### src/rtl/laser_frame_receiver.sv
// Laser frame receiver: recovers 8N1 asynchronous byte frames from the
// photodiode line, with majority-voted sampling, framing-error reporting and
// byte/error counters for the HEX displays.
module laser_frame_receiver #(
   parameter int unsigned CLKS_PER_BIT = 8,
   parameter bit          RX_INVERT    = 1'b0
) (
   input  logic        clock,
   input  logic        reset_n,
   input  logic        en,
   input  logic        laser_rx,
   output logic        data_valid,
   output logic [7:0]  data_in,
   output logic        frame_error,
   output logic        busy,
   output logic [15:0] byte_count,
   output logic [7:0]  err_count
);

   localparam int unsigned HALF = CLKS_PER_BIT / 2;
   localparam int unsigned CW   = $clog2(CLKS_PER_BIT);
   localparam logic [CW-1:0] HALF_LAST = CW'(HALF - 1);
   localparam logic [CW-1:0] BIT_LAST  = CW'(CLKS_PER_BIT - 1);

   typedef enum logic [2:0] {
      StIdle,
      StStart,
      StData,
      StStop,
      StWaitIdle
   } state_e;

   state_e        state_q, state_d;
   logic [1:0]    sync_q;
   logic [2:0]    hist_q;
   logic [CW-1:0] cnt_q, cnt_d;
   logic [2:0]    bit_idx_q, bit_idx_d;
   logic [7:0]    shift_q, shift_d;
   logic [7:0]    data_in_q, data_in_d;
   logic          data_valid_q, data_valid_d;
   logic          frame_error_q, frame_error_d;
   logic [15:0]   byte_count_q;
   logic [7:0]    err_count_q;
   logic          rx_s;
   logic          maj;

   assign rx_s = sync_q[1] ^ RX_INVERT;
   assign maj  = (hist_q[0] & hist_q[1]) | (hist_q[0] & hist_q[2]) | (hist_q[1] & hist_q[2]);

   // Synchroniser and majority history; both idle high so reset looks like a quiet line
   always_ff @(posedge clock or negedge reset_n) begin
      if (!reset_n) begin
         sync_q <= 2'b11;
         hist_q <= 3'b111;
      end else begin
         sync_q <= {sync_q[0], laser_rx};
         hist_q <= {hist_q[1:0], rx_s};
      end
   end

   // Frame FSM next-state: cnt_q times half-bit/bit intervals, and counts idle cycles in StWaitIdle
   always_comb begin
      state_d       = state_q;
      cnt_d         = cnt_q;
      bit_idx_d     = bit_idx_q;
      shift_d       = shift_q;
      data_in_d     = data_in_q;
      data_valid_d  = 1'b0;
      frame_error_d = 1'b0;
      if (!en) begin
         state_d = StIdle;
         cnt_d   = '0;
      end else begin
         unique case (state_q)
            StIdle: begin
               if (!rx_s) begin
                  state_d = StStart;
                  cnt_d   = '0;
               end
            end
            StStart: begin
               if (cnt_q == HALF_LAST) begin
                  cnt_d = '0;
                  if (maj) begin
                     state_d = StIdle;
                  end else begin
                     state_d   = StData;
                     bit_idx_d = '0;
                  end
               end else begin
                  cnt_d = cnt_q + 1'b1;
               end
            end
            StData: begin
               if (cnt_q == BIT_LAST) begin
                  cnt_d   = '0;
                  shift_d = {maj, shift_q[7:1]};
                  if (bit_idx_q == 3'd7) begin
                     state_d = StStop;
                  end else begin
                     bit_idx_d = bit_idx_q + 3'd1;
                  end
               end else begin
                  cnt_d = cnt_q + 1'b1;
               end
            end
            StStop: begin
               if (cnt_q == BIT_LAST) begin
                  cnt_d = '0;
                  if (maj) begin
                     data_valid_d = 1'b1;
                     data_in_d    = shift_q;
                     state_d      = StIdle;
                  end else begin
                     frame_error_d = 1'b1;
                     state_d       = StWaitIdle;
                  end
               end else begin
                  cnt_d = cnt_q + 1'b1;
               end
            end
            StWaitIdle: begin
               // A held-low break must see a full bit time of idle before re-arming
               if (rx_s) begin
                  if (cnt_q == BIT_LAST) begin
                     state_d = StIdle;
                     cnt_d   = '0;
                  end else begin
                     cnt_d = cnt_q + 1'b1;
                  end
               end else begin
                  cnt_d = '0;
               end
            end
            default: begin
               state_d = StIdle;
               cnt_d   = '0;
            end
         endcase
      end
   end

   // Frame FSM state and registered output pulses
   always_ff @(posedge clock or negedge reset_n) begin
      if (!reset_n) begin
         state_q       <= StIdle;
         cnt_q         <= '0;
         bit_idx_q     <= '0;
         shift_q       <= '0;
         data_in_q     <= '0;
         data_valid_q  <= 1'b0;
         frame_error_q <= 1'b0;
      end else begin
         state_q       <= state_d;
         cnt_q         <= cnt_d;
         bit_idx_q     <= bit_idx_d;
         shift_q       <= shift_d;
         data_in_q     <= data_in_d;
         data_valid_q  <= data_valid_d;
         frame_error_q <= frame_error_d;
      end
   end

   // Good-byte counter wraps; error counter saturates
   always_ff @(posedge clock or negedge reset_n) begin
      if (!reset_n) begin
         byte_count_q <= '0;
         err_count_q  <= '0;
      end else begin
         if (data_valid_d) byte_count_q <= byte_count_q + 16'd1;
         if (frame_error_d && (err_count_q != 8'hFF)) err_count_q <= err_count_q + 8'd1;
      end
   end

   assign data_valid  = data_valid_q;
   assign data_in     = data_in_q;
   assign frame_error = frame_error_q;
   assign busy        = (state_q != StIdle);
   assign byte_count  = byte_count_q;
   assign err_count   = err_count_q;

endmodule
### config.mk
export PLATFORM = sky130hd
export DESIGN_NAME = laser_frame_receiver
export DESIGN_NICKNAME = d
export VERILOG_FILES = /design/src/rtl/laser_frame_receiver.sv
export SDC_FILE = /design/constraint.sdc
export NUM_CORES = 1
export LEC_CHECK = 0
export BUFFER_PORTS_ARGS = -buffer_cell sky130_fd_sc_hd__buf_2
export CAP_MARGIN = 20
export CORE_MARGIN = 4
export CORE_UTILIZATION = 50
export CTS_CLUSTER_DIAMETER = 100
export DETAILED_ROUTE_END_ITERATION = 12
export PLACE_DENSITY = 0.74
export SLEW_MARGIN = 15
export SYNTH_ARGS = -nofsm -noshare
export SYNTH_HDL_FRONTEND = slang
export SYNTH_SLANG_ARGS = --single-unit
### constraint.sdc
create_clock -name clock -period 1.8 [get_ports clock]
set_clock_uncertainty 0.2 [all_clocks]
set_input_delay 0.09 -clock clock [delete_from_list [all_inputs] [get_ports clock]]
set_output_delay 0.09 -clock clock [all_outputs]
set_load 0.1 [all_outputs]
==> impl_metrics.toml <==
[sta]
setup_total_negative_slack_ns = -0.0293
final_hold_viol_count = 0
drv_slew = 0
timing_worst_slew_pin_value_ns = 0.494
maxClockFrequency_mhz = 547
fin_crit_sh_pct = 102
post-route-worst-setup-slack_ns = -0.0293
hold_ws_ns = 0.0651
timing.final.setup_violations = 1
rsz0062_at_grt = "yes"
final_period_demand_of_the_worst_path_ns = 1.83
max_slew_margin_pct = 67.3

[setup_path]
regToRegSetupSlack_ns = -0.03
path_cells = "maj3_2 > nand4b_4 > nor4_2 > xor2_1"
critical_path.reg2reg.endpoint = "err_count[7]$_DFFE_PN0P_"
critical_path_class = "flip-flop to flip-flop"
r2r_start = "hist_q[0]$_DFF_PN1_"
arrival_ns = 1.86
timing.critical_path.slowest_stage_cell = "dfstp_2"
critPathLaunchType = "flip-flop"
end_kind = "flip-flop"
worst-path-max-fanout = 6
worstSetupEndpoint = "err_count[7]$_DFFE_PN0P_"
timing.critical_path.required_ns = 1.83
cp_max_stage_delay_ns = 0.38
ff2ff_path_depth = 4
setup.worst_path.start = "hist_q[0]$_DFF_PN1_"

[synth]
post-synth-top-count-cell = "dfrtp_1"
syn-num-nets = 237
synth_enable_flop_cells = 0
postSynth.topFlopCell = "dfrtp_1"
synth.distinct_cells = 40
post_synth_main_area_contributors = "dfrtp_1, nand2_1, dfstp_2"
ys_async_sr_fraction_pct = 100
yosys_warnings = 0
yosysTopAreaCellShare_pct = 50.7
ys_ff_latch = 56
postSynthAreaPerCell_sq_um = 11.1
synthDominantAreaCellType = "dfrtp_1"
syn-instance-count = 226
ys_seq_area_share_pct = 55.9
synth_area_sq_mm = 0.00252
synth_top_cells_by_count = "dfrtp_1, nand2_1, xor2_1"

[outcome]
outcome = "finished with violations"
violated_checks = "negative setup slack"

[global_route]
grt-ovfl-total = 0
first_global_vias = 1799
initial_antenna_violation_count = 0
grt_pass1_wl_microns = 8200
grt_start_max_net_pins = 38
globalRouteTotalUtil_pct = 16.5

[clock_tree]
worst_skew_pair.late_latency_ns = 0.31
numClockSinks = 56
htreeDepth = 2
clock_tree_from_tritoncts = "done"
cts_buffers = 5
cts_buffer_depth = 2
clockRootBuffer = "clkbuf_8"
cts.clk_slew.worst_paths_ns = 0.10

[floorplan]
coreArea_sq_mm = 0.00479
die-area_sq_mm = 0.00623
die_extent_in_y_microns = 79.0
ioPinCount = 39
dieWidth_microns = 79.0
initial_core_util_pct = 52.6
fp-row-count = 25

[pwr]
power.ir.vdd_worst_mv = 0.528
power.density_mw_per_mm2 = 647
logic_gate_share_of_total_power_pct = 6.5
internal_power_mw = 1.61
power_frac_seq_pct = 61.1
static-leakage-power_nw = 1.63
clock_power_share_pct = 32.3
net-switching-power_mw = 0.492
power.share.switching_pct = 23.4

[final_layout]
post_route_cells_drive_above_1_share_pct = 43.8
area.growth.synth_to_final_pct = 29.1
antenna-diode-count = 0
final_net_count = 300
finalInstanceArea_sq_mm = 0.00325

[route]
number_of_detailed_route_iterations_in_the_first_pass = 4
drtAntennaViolNets = 0
routed_wire_length_per_instance_microns = 13.7
dr_total_vias = 1857
drcViolationCount = 0
drt-initial-drc-count = 73
drt-vias-per-instance = 5.20
drt-total-wl_microns = 4880

[run]
maxCapViolations = 0

[place]
place_congestion = 0.875
io_buffers = 38
detailed_place_hpwl_microns = 3470
place_area_sq_mm = 0.00300

[min_path]
worstHoldPathType = "primary input to async pin"
==> logic make-up (layout without fill, tap and decap cells) <==
| logic type | count (synthesis) | in the layout | synth area share [%] |
|---|---|---|---|
| and+or+nand+nor | 99 | 100 | 21.0 |
| DFF | 56 | 56 | 55.9 |
| AOI/OAI and AO/OA | 22 | 22 | 5.81 |
| xor gates and xnor gates | 20 | 20 | 6.96 |
| buffers and inverters | 11 | 74 | 1.94 |
| muxes | 10 | 10 | 4.42 |
| adders and majority gates | 8 | 8 | 3.93 |
==> how the worst min path moves through the flow <==
stage / cells after the start / startpoint / to
4_1_cts: 2 / reset_n / data_in[4]$_DFFE_PN0P_
3_3_place_gp: 1 / reset_n / data_in[4]$_DFFE_PN0P_
6_report: 2 / reset_n / data_in[4]$_DFFE_PN0P_
3_5_place_dp: 1 / reset_n / data_in[4]$_DFFE_PN0P_
5_1_grt: 2 / reset_n / data_in[4]$_DFFE_PN0P_
2_1_floorplan: 0 / reset_n / bit_idx_q[0]$_DFFE_PN0P_
==> repair_timing <==
item                                    CTS  global route
gates cloned                              0             1
endpoints found under the setup margin   20            30
hold endpoints to repair                 56             0
hold buffers                              4             0
buffers inserted                          0             3
pin swaps                                 1             8
gates resized for setup                   5            13
==> stage by stage <==
step / total power [mW] / worst slack (ns) / utilization (%) / instances
floorplan: 1.36 / 0.00212 / - / 226
global placement: 1.42 / -0.00913 / 62.6 / 341
detailed placement: 1.43 / -0.0747 / 62.6 / 341
CTS: 2.12 / -0.0126 / 65.8 / 353
global route: 2.22 / -0.0864 / 67.9 / 357
finish: 2.10 / -0.0293 / 67.9 / 357
==> metal layers <==
metal | vias up | global-route usage [%] | wire [microns]
met2 | 34 | 28.3 | 2450
met5 | - | 0 | 0
met3 | 7 | 3.29 | 218
met1 | 905 | 21.1 | 2140
li1 | 911 | - | -
met4 | 0 | 5.15 | 71
==> critical path: cells and delay by family, from the launching register on <==
| family | cells | cell delay, ns |
|---|---|---|
| flip-flops | 1 | 0.38 |
| AND/OR/NAND/NOR | 2 | 0.64 |
| XOR/XNOR | 1 | 0.17 |
| adder cells (fa/ha/maj) | 1 | 0.36 |
==> placed cells by master, fill, tap and decap left out, types with 5 or more instances in the layout <==
master    Yosys  layout
buf_2         3      37
buf_4         1      18
clkbuf_8      0       5
dfrtp_1      51      27
dfrtp_2       0      15
dfrtp_4       0       9
dfstp_2       5       5
ha_1          7       5
mux2_2        9       8
nand2_1      45      43
nand3_1       8       7
nand4_1       5       5
nor2_1       11       9
o21ai_0       5       5
xnor2_1       8       8
xor2_1       12      12
==> state kept, by name (all words and copies together) (netlist names) <==
register,count
sync_q,2
err_count,8
data_in,8
data_valid,1
byte_count,16
frame_error,1
shift_q,8
bit_idx_q,3
cnt_q,3
state_q,3
hist_q,3
==> layout make-up <==
cell class | instances | area, sq um
multi-input cells | 160 | 1190
well taps | 67 | 83.8
repair buffers | 61 | 400
flip-flops and latches | 56 | 1460
fillers | 372 | 1540
clock inverters | 3 | 21.3
clock buffers | 5 | 68.8
inverters | 5 | 21.3
==> power groups by stage <==
stage	combinational, mW	sequential (mW)	clock [mW]
final	0.137	1.29	0.680
after CTS	0.124	1.29	0.714
after global routing	0.152	1.29	0.775
after detailed placement	0.115	1.31	0
after floorplan	0.0514	1.31	0
after global placement	0.114	1.31	0
(Power assumes the default switching activity.)
